<file path="src/rtl/zpu_wb_pkg.sv">
// Shared definitions for the ZPU Wishbone GPIO block: register word offsets,
// bus FSM encoding, counter widths and a byte-lane mask helper.
package zpu_wb_pkg;

  localparam int GPIO_MAX_W  = 32;
  localparam int ACK_LAT_MAX = 4;
  localparam int SYNC_MAX    = 3;
  localparam int LAT_CNT_W   = $clog2(ACK_LAT_MAX);
  localparam int SUPP_CNT_W  = $clog2(SYNC_MAX + 2);

  // Word index taken from wb_adr[4:2]
  localparam logic [2:0] REG_DATA    = 3'd0;
  localparam logic [2:0] REG_DIR     = 3'd1;
  localparam logic [2:0] REG_SET     = 3'd2;
  localparam logic [2:0] REG_CLR     = 3'd3;
  localparam logic [2:0] REG_RISE_EN = 3'd4;
  localparam logic [2:0] REG_FALL_EN = 3'd5;
  localparam logic [2:0] REG_PEND    = 3'd6;
  localparam logic [2:0] REG_RSVD    = 3'd7;

  typedef enum logic [1:0] {
    ST_IDLE = 2'd0,
    ST_WAIT = 2'd1,
    ST_ACK  = 2'd2
  } wb_state_e;

  function automatic logic [GPIO_MAX_W-1:0] lane_mask(input logic [3:0] sel);
    logic [GPIO_MAX_W-1:0] m;
    for (int i = 0; i < 4; i++) begin
      m[8*i +: 8] = {8{sel[i]}};
    end
    return m;
  endfunction

endpackage

</file>
<file path="src/rtl/zpu_gpio_sync.sv">
// Multi-stage input synchroniser with rise/fall detection on the synchronised
// value; edges are masked for a short window after reset release.
module zpu_gpio_sync
  import zpu_wb_pkg::*;
#(
  parameter int GPIO_W      = 32,
  parameter int SYNC_STAGES = 2
) (
  input  logic              clk,
  input  logic              rst,
  input  logic [GPIO_W-1:0] pin_i,
  output logic [GPIO_W-1:0] sync_o,
  output logic [GPIO_W-1:0] rise_o,
  output logic [GPIO_W-1:0] fall_o
);

  logic [SYNC_STAGES-1:0][GPIO_W-1:0] sync_q, sync_d;
  logic [GPIO_W-1:0]                  prev_q, prev_d;
  logic [SUPP_CNT_W-1:0]              supp_q, supp_d;
  logic                               edge_en;

  always_comb begin
    sync_d[0] = pin_i;
    for (int k = 1; k < SYNC_STAGES; k++) begin
      sync_d[k] = sync_q[k-1];
    end
    prev_d = sync_q[SYNC_STAGES-1];
    supp_d = (supp_q != '0) ? supp_q - 1'b1 : supp_q;
  end

  always_ff @(posedge clk) begin
    if (rst) begin
      sync_q <= '0;
      prev_q <= '0;
      supp_q <= SUPP_CNT_W'(SYNC_STAGES + 1);
    end else begin
      sync_q <= sync_d;
      prev_q <= prev_d;
      supp_q <= supp_d;
    end
  end

  // The all-zero reset state of the chain would otherwise fake edges on
  // pins that sit high while reset is released.
  assign edge_en = (supp_q == '0);
  assign sync_o  = sync_q[SYNC_STAGES-1];
  assign rise_o  = sync_o & ~prev_q & {GPIO_W{edge_en}};
  assign fall_o  = ~sync_o & prev_q & {GPIO_W{edge_en}};

endmodule

</file>
<file path="src/rtl/zpu_wb_gpio.sv">
// Wishbone GPIO peripheral with fixed-latency ack, byte-lane writes,
// set/clear aliases and edge-triggered write-1-to-clear interrupt pending bits.
module zpu_wb_gpio
  import zpu_wb_pkg::*;
#(
  parameter int GPIO_W      = 32,
  parameter int ACK_LAT     = 1,
  parameter int SYNC_STAGES = 2
) (
  input  logic              clk,
  input  logic              rst,
  input  logic [31:0]       wb_adr,
  input  logic [31:0]       wb_in,
  output logic [31:0]       wb_out,
  input  logic [3:0]        wb_sel,
  input  logic              wb_we,
  input  logic              wb_cyc,
  input  logic              wb_stb,
  output logic              wb_ack,
  output logic              wb_stall,
  input  logic [GPIO_W-1:0] gpioin,
  output logic [GPIO_W-1:0] gpioout,
  output logic [GPIO_W-1:0] gpiodir,
  output logic              irq
);

  // Handshake: a request is taken on a rising edge with wb_cyc & wb_stb & !wb_stall;
  // wb_ack is a one-cycle pulse, and dropping wb_cyc before it aborts the request.

  wb_state_e             state_q, state_d;
  logic [LAT_CNT_W-1:0]  cnt_q, cnt_d;
  logic [2:0]            adr_q, adr_d;
  logic [GPIO_W-1:0]     wdat_q, wdat_d;
  logic [GPIO_W-1:0]     mask_q, mask_d;
  logic                  we_q, we_d;
  logic [31:0]           rdata_q, rdata_d;

  logic [GPIO_W-1:0]     out_q, out_d;
  logic [GPIO_W-1:0]     dir_q, dir_d;
  logic [GPIO_W-1:0]     rise_en_q, rise_en_d;
  logic [GPIO_W-1:0]     fall_en_q, fall_en_d;
  logic [GPIO_W-1:0]     pend_q, pend_d;
  logic                  irq_q, irq_d;

  logic [GPIO_W-1:0]     pin_sync, pin_rise, pin_fall;
  logic [GPIO_W-1:0]     rd_val, wbits, edge_hit;
  logic [GPIO_MAX_W-1:0] mask_full;
  logic [31:0]           rd_word;
  logic                  accept, commit;
  logic                  unused_adr;

  assign unused_adr = ^{wb_adr[31:5], wb_adr[1:0]};

  zpu_gpio_sync #(
    .GPIO_W      (GPIO_W),
    .SYNC_STAGES (SYNC_STAGES)
  ) u_sync (
    .clk    (clk),
    .rst    (rst),
    .pin_i  (gpioin),
    .sync_o (pin_sync),
    .rise_o (pin_rise),
    .fall_o (pin_fall)
  );

  assign accept = (state_q == ST_IDLE) && wb_cyc && wb_stb;
  assign commit = (state_q == ST_ACK) && wb_cyc && we_q;

  // FSM: state register
  always_ff @(posedge clk) begin
    if (rst) begin
      state_q <= ST_IDLE;
      cnt_q   <= '0;
    end else begin
      state_q <= state_d;
      cnt_q   <= cnt_d;
    end
  end

  // FSM: next state
  always_comb begin
    state_d = state_q;
    cnt_d   = cnt_q;
    case (state_q)
      ST_IDLE: begin
        cnt_d = '0;
        if (accept) begin
          state_d = (ACK_LAT == 1) ? ST_ACK : ST_WAIT;
        end
      end
      ST_WAIT: begin
        if (!wb_cyc) begin
          state_d = ST_IDLE;
          cnt_d   = '0;
        end else begin
          cnt_d = cnt_q + 1'b1;
          if (cnt_d == LAT_CNT_W'(ACK_LAT - 1)) begin
            state_d = ST_ACK;
          end
        end
      end
      ST_ACK: begin
        state_d = ST_IDLE;
        cnt_d   = '0;
      end
      default: begin
        state_d = ST_IDLE;
        cnt_d   = '0;
      end
    endcase
  end

  // FSM: outputs
  always_comb begin
    wb_stall = (state_q != ST_IDLE);
    wb_ack   = (state_q == ST_ACK) && wb_cyc;
    wb_out   = wb_ack ? rdata_q : 32'h0;
  end

  // Read mux on the live address; sampled into rdata_q at acceptance.
  always_comb begin
    rd_val = '0;
    case (wb_adr[4:2])
      REG_DATA:    rd_val = (out_q & dir_q) | (pin_sync & ~dir_q);
      REG_DIR:     rd_val = dir_q;
      REG_SET:     rd_val = '0;
      REG_CLR:     rd_val = '0;
      REG_RISE_EN: rd_val = rise_en_q;
      REG_FALL_EN: rd_val = fall_en_q;
      REG_PEND:    rd_val = pend_q;
      REG_RSVD:    rd_val = '0;
      default:     rd_val = '0;
    endcase
    rd_word = '0;
    rd_word[GPIO_W-1:0] = rd_val;
  end

  assign mask_full = lane_mask(wb_sel);

  always_comb begin
    adr_d   = adr_q;
    wdat_d  = wdat_q;
    mask_d  = mask_q;
    we_d    = we_q;
    rdata_d = rdata_q;
    if (accept) begin
      adr_d   = wb_adr[4:2];
      wdat_d  = wb_in[GPIO_W-1:0];
      mask_d  = mask_full[GPIO_W-1:0];
      we_d    = wb_we;
      rdata_d = wb_we ? 32'h0 : rd_word;
    end
  end

  assign wbits    = wdat_q & mask_q;
  assign edge_hit = (pin_rise & rise_en_q) | (pin_fall & fall_en_q);

  // Edges are OR-ed in after the W1C so a coincident edge wins.
  always_comb begin
    out_d     = out_q;
    dir_d     = dir_q;
    rise_en_d = rise_en_q;
    fall_en_d = fall_en_q;
    pend_d    = pend_q;
    if (commit) begin
      case (adr_q)
        REG_DATA:    out_d     = (out_q & ~mask_q) | wbits;
        REG_DIR:     dir_d     = (dir_q & ~mask_q) | wbits;
        REG_SET:     out_d     = out_q | wbits;
        REG_CLR:     out_d     = out_q & ~wbits;
        REG_RISE_EN: rise_en_d = (rise_en_q & ~mask_q) | wbits;
        REG_FALL_EN: fall_en_d = (fall_en_q & ~mask_q) | wbits;
        REG_PEND:    pend_d    = pend_q & ~wbits;
        default:     ;
      endcase
    end
    pend_d = pend_d | edge_hit;
    irq_d  = |pend_q;
  end

  always_ff @(posedge clk) begin
    if (rst) begin
      adr_q     <= '0;
      wdat_q    <= '0;
      mask_q    <= '0;
      we_q      <= 1'b0;
      rdata_q   <= '0;
      out_q     <= '0;
      dir_q     <= '0;
      rise_en_q <= '0;
      fall_en_q <= '0;
      pend_q    <= '0;
      irq_q     <= 1'b0;
    end else begin
      adr_q     <= adr_d;
      wdat_q    <= wdat_d;
      mask_q    <= mask_d;
      we_q      <= we_d;
      rdata_q   <= rdata_d;
      out_q     <= out_d;
      dir_q     <= dir_d;
      rise_en_q <= rise_en_d;
      fall_en_q <= fall_en_d;
      pend_q    <= pend_d;
      irq_q     <= irq_d;
    end
  end

  assign gpioout = out_q;
  assign gpiodir = dir_q;
  assign irq     = irq_q;

endmodule

</file>
<file path="config.mk">
export PLATFORM = sky130hd
export DESIGN_NAME = zpu_wb_gpio
export DESIGN_NICKNAME = d
export VERILOG_FILES = /design/src/rtl/zpu_wb_pkg.sv /design/src/rtl/zpu_gpio_sync.sv /design/src/rtl/zpu_wb_gpio.sv
export SDC_FILE = /design/constraint.sdc
export NUM_CORES = 1
export LEC_CHECK = 0
export BUFFER_PORTS_ARGS = -buffer_cell sky130_fd_sc_hd__buf_4
export CAP_MARGIN = 20
export CORE_ASPECT_RATIO = 0.75
export CORE_MARGIN = 2
export CORE_UTILIZATION = 40
export DETAILED_ROUTE_END_ITERATION = 7
export SETUP_SLACK_MARGIN = 0.1
export SYNTH_ARGS = -nofsm -noshare
export SYNTH_HDL_FRONTEND = slang
export SYNTH_SLANG_ARGS = --single-unit
</file>
<file path="constraint.sdc">
create_clock -name clk -period 2 [get_ports clk]
set_clock_uncertainty 0.1 [all_clocks]
set_input_delay 0.1 -clock clk [delete_from_list [all_inputs] [get_ports clk]]
set_output_delay 0.1 -clock clk [all_outputs]
set_load 0.02 [all_outputs]
</file>
# After elaboration in Yosys (flattened, before gate mapping)
# Index checks and enable logic that the tools add are counted.
# op_classes
add_sub_neg,2
n_eq_ne,17
mux,10
bitwise,30
reduce_logical,20
# ops
operator,n
32-bit bitwise AND,15
32-bit OR,8
32-bit case mux with 6 select lines,1
32-bit NOT,5
32-bit 2-to-1 mux,4
32-bit case mux with 3 select lines,1
32-bit OR reduction,1
"3-bit equality test, second input constant",7
"3-bit by 2-bit equality test with 1-bit output, second input constant",4
2-bit AND reduction,5
3-bit zero test,3
"3-bit by 1-bit equality test with 1-bit output, second input constant",2
2-bit 2-to-1 mux,3
3-bit nonzero test,2
3-bit OR reduction,2
1-bit logical AND,4
2-bit zero test,2
2-bit case mux with 2 select lines,1
"3-bit != test, second input constant",1
"3-bit by 1-bit subtractor with 3-bit output, second input constant",1
"2-bit by 1-bit adder with 2-bit output, second input constant",1
"2-bit by 1-bit equality test with 1-bit output, second input constant",1
"2-bit equality test, second input constant",1
"2-bit != test, second input constant",1
other kinds (2),3
# totals
regBits,357
input_bits,105
out_inout_bits,99
wordCells,96

# Longest topological paths before layout
# depth
ltp_word,6
mapped_depth,7

# Hierarchy
# Synthesis repeated with hierarchy kept, for this count alone.
# unflattened
cells_unflattened,1512
area_unflattened_um2,14091.0
# by_module_without_submodules
module,n_inst,cells_each,area_per_inst_um2,seq_area_each_um2
zpu_wb_gpio,1,1221,10576.4,4684.5
zpu_gpio_sync,1,291,3514.6,1981.9

# Worst setup path before layout
# Ideal clock, no wire load.
# synth_timing
path_kind,reg-to-reg
start,register state_q[1]
end,register pend_q[30]
arrival_time_ns,1.689
required_ns,1.783
setup_slack_ns,0.094
path_stages_with_launch,8
n_path_buf,3
synth_period_minus_slack_ns,1.906
path_cell_list,dfxtp_1 > buf_2 > and2_1 > and4b_1 > buf_4 > buf_6 > nand3_1 > a32o_1
# synth_via
elab_chain_cells,5
# synth_rtl
item,line_no,source
from (decl),zpu_wb_gpio.sv:30,"wb_state_e state_q, state_d;"
from (signal assigned),zpu_wb_gpio.sv:75,state_q <= state_d;
2-bit equality test,--,
1-bit logical AND,--,
via wb_ack,zpu_wb_gpio.sv:19,"output logic wb_ack,"
1-bit logical AND,zpu_wb_gpio.sv:67,assign commit = (state_q == ST_ACK) && wb_cyc && we_q;
32-bit 2-to-1 mux,zpu_wb_gpio.sv:165,if (commit) begin
32-bit OR,zpu_wb_gpio.sv:177,pend_d = pend_d | edge_hit;
to (signal assigned),zpu_wb_gpio.sv:204,pend_q <= pend_d;
to (decl),zpu_wb_gpio.sv:42,"logic [GPIO_W-1:0] pend_q, pend_d;"
# The timed path passes the listed nets, and every way through them passes these cells.
# A chain may end at the register's enable or synchronous reset.

==> impl_metrics.py <==
metrics = {
    "final_layout": {
        "fill_cells": 3075,
        "utilization_pct": 51.8,
        "design_area_um2": 17300,
        "syn2layout_area_growth_pct": 27.7,
        "drive_gt1_share_pct": 17.6,
        "diodes": 0,
        "final_nets": 1788,
    },
    "cts": {
        "cts_buffers": 35,
        "clock_latency_ns": 0.54,
        "postCtsSetupBuffers": 0,
        "clockRootBuffer": "clkbuf_16",
        "cts.clk_slew.worst_paths_ns": 0.06,
        "cts_tree": "done",
        "cts-htree-levels": 2,
        "clockBufferDepth": 3,
        "cts_sinks": 333,
    },
    "sta": {
        "period_minus_slack_ns": 1.81,
        "rsz0062_at_grt": "true",
        "final-hold-violation-count": 0,
        "fmax_mhz": 552,
        "timing.hold.ws_ns": 0.0667,
        "period_share_pct": 90.6,
        "worstMarginPinSlew_ns": 0.990,
        "timing.slew.headroom_pct": 33.9,
        "drv_slew": 0,
        "setup_viol": 0,
    },
    "placement": {
        "port_buffers": 174,
        "place_congestion": 0.805,
        "dp_hpwl_um": 27700,
        "dpl_cell_area_um2": 15400,
    },
    "route": {
        "firstDrtPassIters": 5,
        "wl_per_cell_um": 19.8,
        "routed_via_density": 5.46,
        "final_antenna_net_count": 0,
        "drc": 0,
        "routed_wl_um": 42600,
        "drt_iter0_drc": 1067,
        "vias": 11800,
    },
    "logic_synthesis": {
        "synthesis.nets": 1563,
        "synthArstFlopShare_pct": 0,
        "ys_types": 33,
        "synth_cells": 1456,
        "ys_seq_area_share_pct": 49.1,
        "synth_area_per_cell_um2": 9.32,
        "synth_area_um2": 13600,
        "yosysWarnings": 0,
        "synth_flop_cell": "dfxtp_1",
        "synth_edf_count": 0,
        "synth_seq_cells": 333,
    },
    "die": {
        "coreArea_um2": 33500,
        "io_pins": 204,
        "rows": 58,
        "start_util_pct": 40.5,
        "die_h_um": 163,
        "die_width_um": 217,
        "die-area_um2": 35400,
    },
    "grt": {
        "grt_overflow": 0,
        "grt_usage_pct": 23.5,
        "antenna_found_initial": 1,
        "grt_pass1_wl_um": 64800,
        "grt_start_max_net_pins": 167,
        "grt_pass1_vias": 11100,
    },
    "pwr": {
        "power_mw": 14.4,
        "p_leak_nw": 7.26,
        "ir_drop_mv": 0.473,
        "power_density_nw_per_um2": 829,
    },
    "setup_path": {
        "startpoint": "state_q[1]$_SDFFE_PP0P_",
        "r2r_setup_slack_ns": 0.19,
        "critPathMaxFanout": 8,
        "endpoint_kind": "flop",
        "critPathLaunchType": "flop",
        "cp.arrival_ns": 2.10,
        "ff2ff_path_depth": 4,
        "worstPathRequired_ns": 2.29,
        "critPathKind": "reg -> reg",
        "rr_startpoint": "state_q[1]$_SDFFE_PP0P_",
    },
    "worst_hold_path": {
        "hold_path_class": "in -> reg",
        "holdCritStartpoint": "wb_adr[2]",
        "whs_path_depth": 4,
    },
    "job": {
        "cap_violations": 0,
    },
    "outcome": {
        "outcome": "completed",
    },
}
==> per-stage QoR <==
| step | cells | TNS (ns) | worst slack, ns |
|---|---|---|---|
| after floorplan | 1456 | 0 | 0.169 |
| after global placement | 2021 | 0 | 0.0485 |
| after detailed placement | 2021 | -0.621 | -0.0444 |
| after CTS | 2157 | 0 | 0.0902 |
| after global routing | 2157 | 0 | 0.0847 |
| final | 2157 | 0 | 0.188 |
==> per-layer routing <==
layer  vias to the layer above  routed length, µm  GRT usage, %
met5                         -                  0             0
met1                      5755              20600          33.7
met2                       364              18900          36.8
met4                         0                680          5.51
li1                       5596                  -             -
met3                        52               2460          3.95
==> worst max-delay path, cell delays in order, from the launching register on <==
cell,delay (ns)
dfxtp_2,0.40
and4b_2,0.44
nand3_2,0.38
mux2i_1,0.28
nor2_1,0.05
==> kinds of logic after synthesis <==
group           after synthesis  share of synthesized area, %
simple gates                550                          21.0
flops                       333                          49.1
compound gates              297                          14.1
mux                         161                          11.9
buf+inv                     112                          3.63
fa+ha+maj                     2                         0.184
xor+xnor                      1                        0.0646
==> final cells by class <==
| cell class | instances | area, µm² | share of cell area (%) |
|---|---|---|---|
| Multi-Input combinational cell | 1011 | 6440 | 37.2 |
| Inverter | 3 | 11.3 | 0.0650 |
| Timing Repair Buffer | 297 | 2510 | 14.5 |
| Tap cell | 450 | 563 | 3.25 |
| Clock buffer | 53 | 1040 | 6.02 |
| Clock inverter | 10 | 92.6 | 0.534 |
| Sequential cell | 333 | 6670 | 38.5 |
==> cell usage after synthesis, types with 4 or more instances <==
| library cell | n | share of area [%] |
|---|---|---|
| nand3b_1 | 32 | 1.8 |
| mux2i_1 | 161 | 12 |
| nand2_1 | 148 | 4.1 |
| buf_6 | 4 | 0.33 |
| buf_4 | 5 | 0.28 |
| clkbuf_1 | 76 | 2.1 |
| nor4_1 | 8 | 0.37 |
| o21ai_0 | 95 | 3.5 |
| nor2b_1 | 99 | 4.6 |
| dfxtp_1 | 333 | 49 |
| nand2b_1 | 37 | 1.7 |
| o21ai_1 | 34 | 1.3 |
| a21oi_1 | 72 | 2.7 |
| a22oi_1 | 9 | 0.50 |
| nand3_1 | 65 | 2.4 |
| buf_1 | 5 | 0.14 |
| nor2_1 | 105 | 2.9 |
| and3_1 | 32 | 1.5 |
| nand3_2 | 12 | 0.89 |
| a32o_1 | 64 | 4.7 |
| buf_2 | 19 | 0.70 |
| a32oi_1 | 23 | 1.5 |
==> cell usage in the layout, fill, tap and decap left out, types with 3 or more instances in the layout <==
| master | instances |
|---|---|
| and3_1 | 32 |
| a32o_1 | 64 |
| dfxtp_1 | 332 |
| inv_6 | 4 |
| buf_12 | 7 |
| nor4_1 | 8 |
| clkbuf_8 | 11 |
| nand3_2 | 12 |
| clkbuf_1 | 8 |
| nor2_4 | 3 |
| nand2b_1 | 37 |
| buf_4 | 215 |
| clkbuf_16 | 35 |
| o21ai_1 | 34 |
| mux2i_1 | 161 |
| inv_1 | 3 |
| nor2b_1 | 99 |
| nand2_1 | 148 |
| a22oi_1 | 9 |
| clkinv_2 | 4 |
| nand3b_1 | 32 |
| nand3_1 | 65 |
| a32oi_1 | 23 |
| a21oi_1 | 72 |
| nor2_1 | 101 |
| dlygate4sd3_1 | 73 |
| o21ai_0 | 95 |
==> worst min-delay path by stage <==
stage                                   end  slack [ns]
2_1_floorplan  u_sync.sync_d[32]$_SDFF_PP0_        0.13
3_3_place_gp   u_sync.sync_d[43]$_SDFF_PP0_        0.21
3_5_place_dp   u_sync.sync_d[46]$_SDFF_PP0_        0.21
4_1_cts               adr_q[0]$_SDFFE_PP0P_        0.04
5_1_grt            rdata_q[19]$_SDFFE_PP0P_        0.08
6_report              adr_q[0]$_SDFFE_PP0P_        0.07
==> timing repair <==
| action | in CTS | in global routing |
|---|---|---|
| setup endpoints to repair | 83 | 133 |
| pin swaps | 0 | 0 |
| hold buffers | 73 | 0 |
| resized for setup | 3 | 2 |
| endpoints found under the hold margin | 87 | 0 |
==> report_power, final <==
part | total, mW | switching (mW) | internal, mW
sequential | 6.89 | 0.129 | 6.77
combinational | 0.963 | 0.544 | 0.419
clock | 6.51 | 2.75 | 3.76
total | 14.4 | 3.42 | 10.9
(Power assumes the default switching activity.)
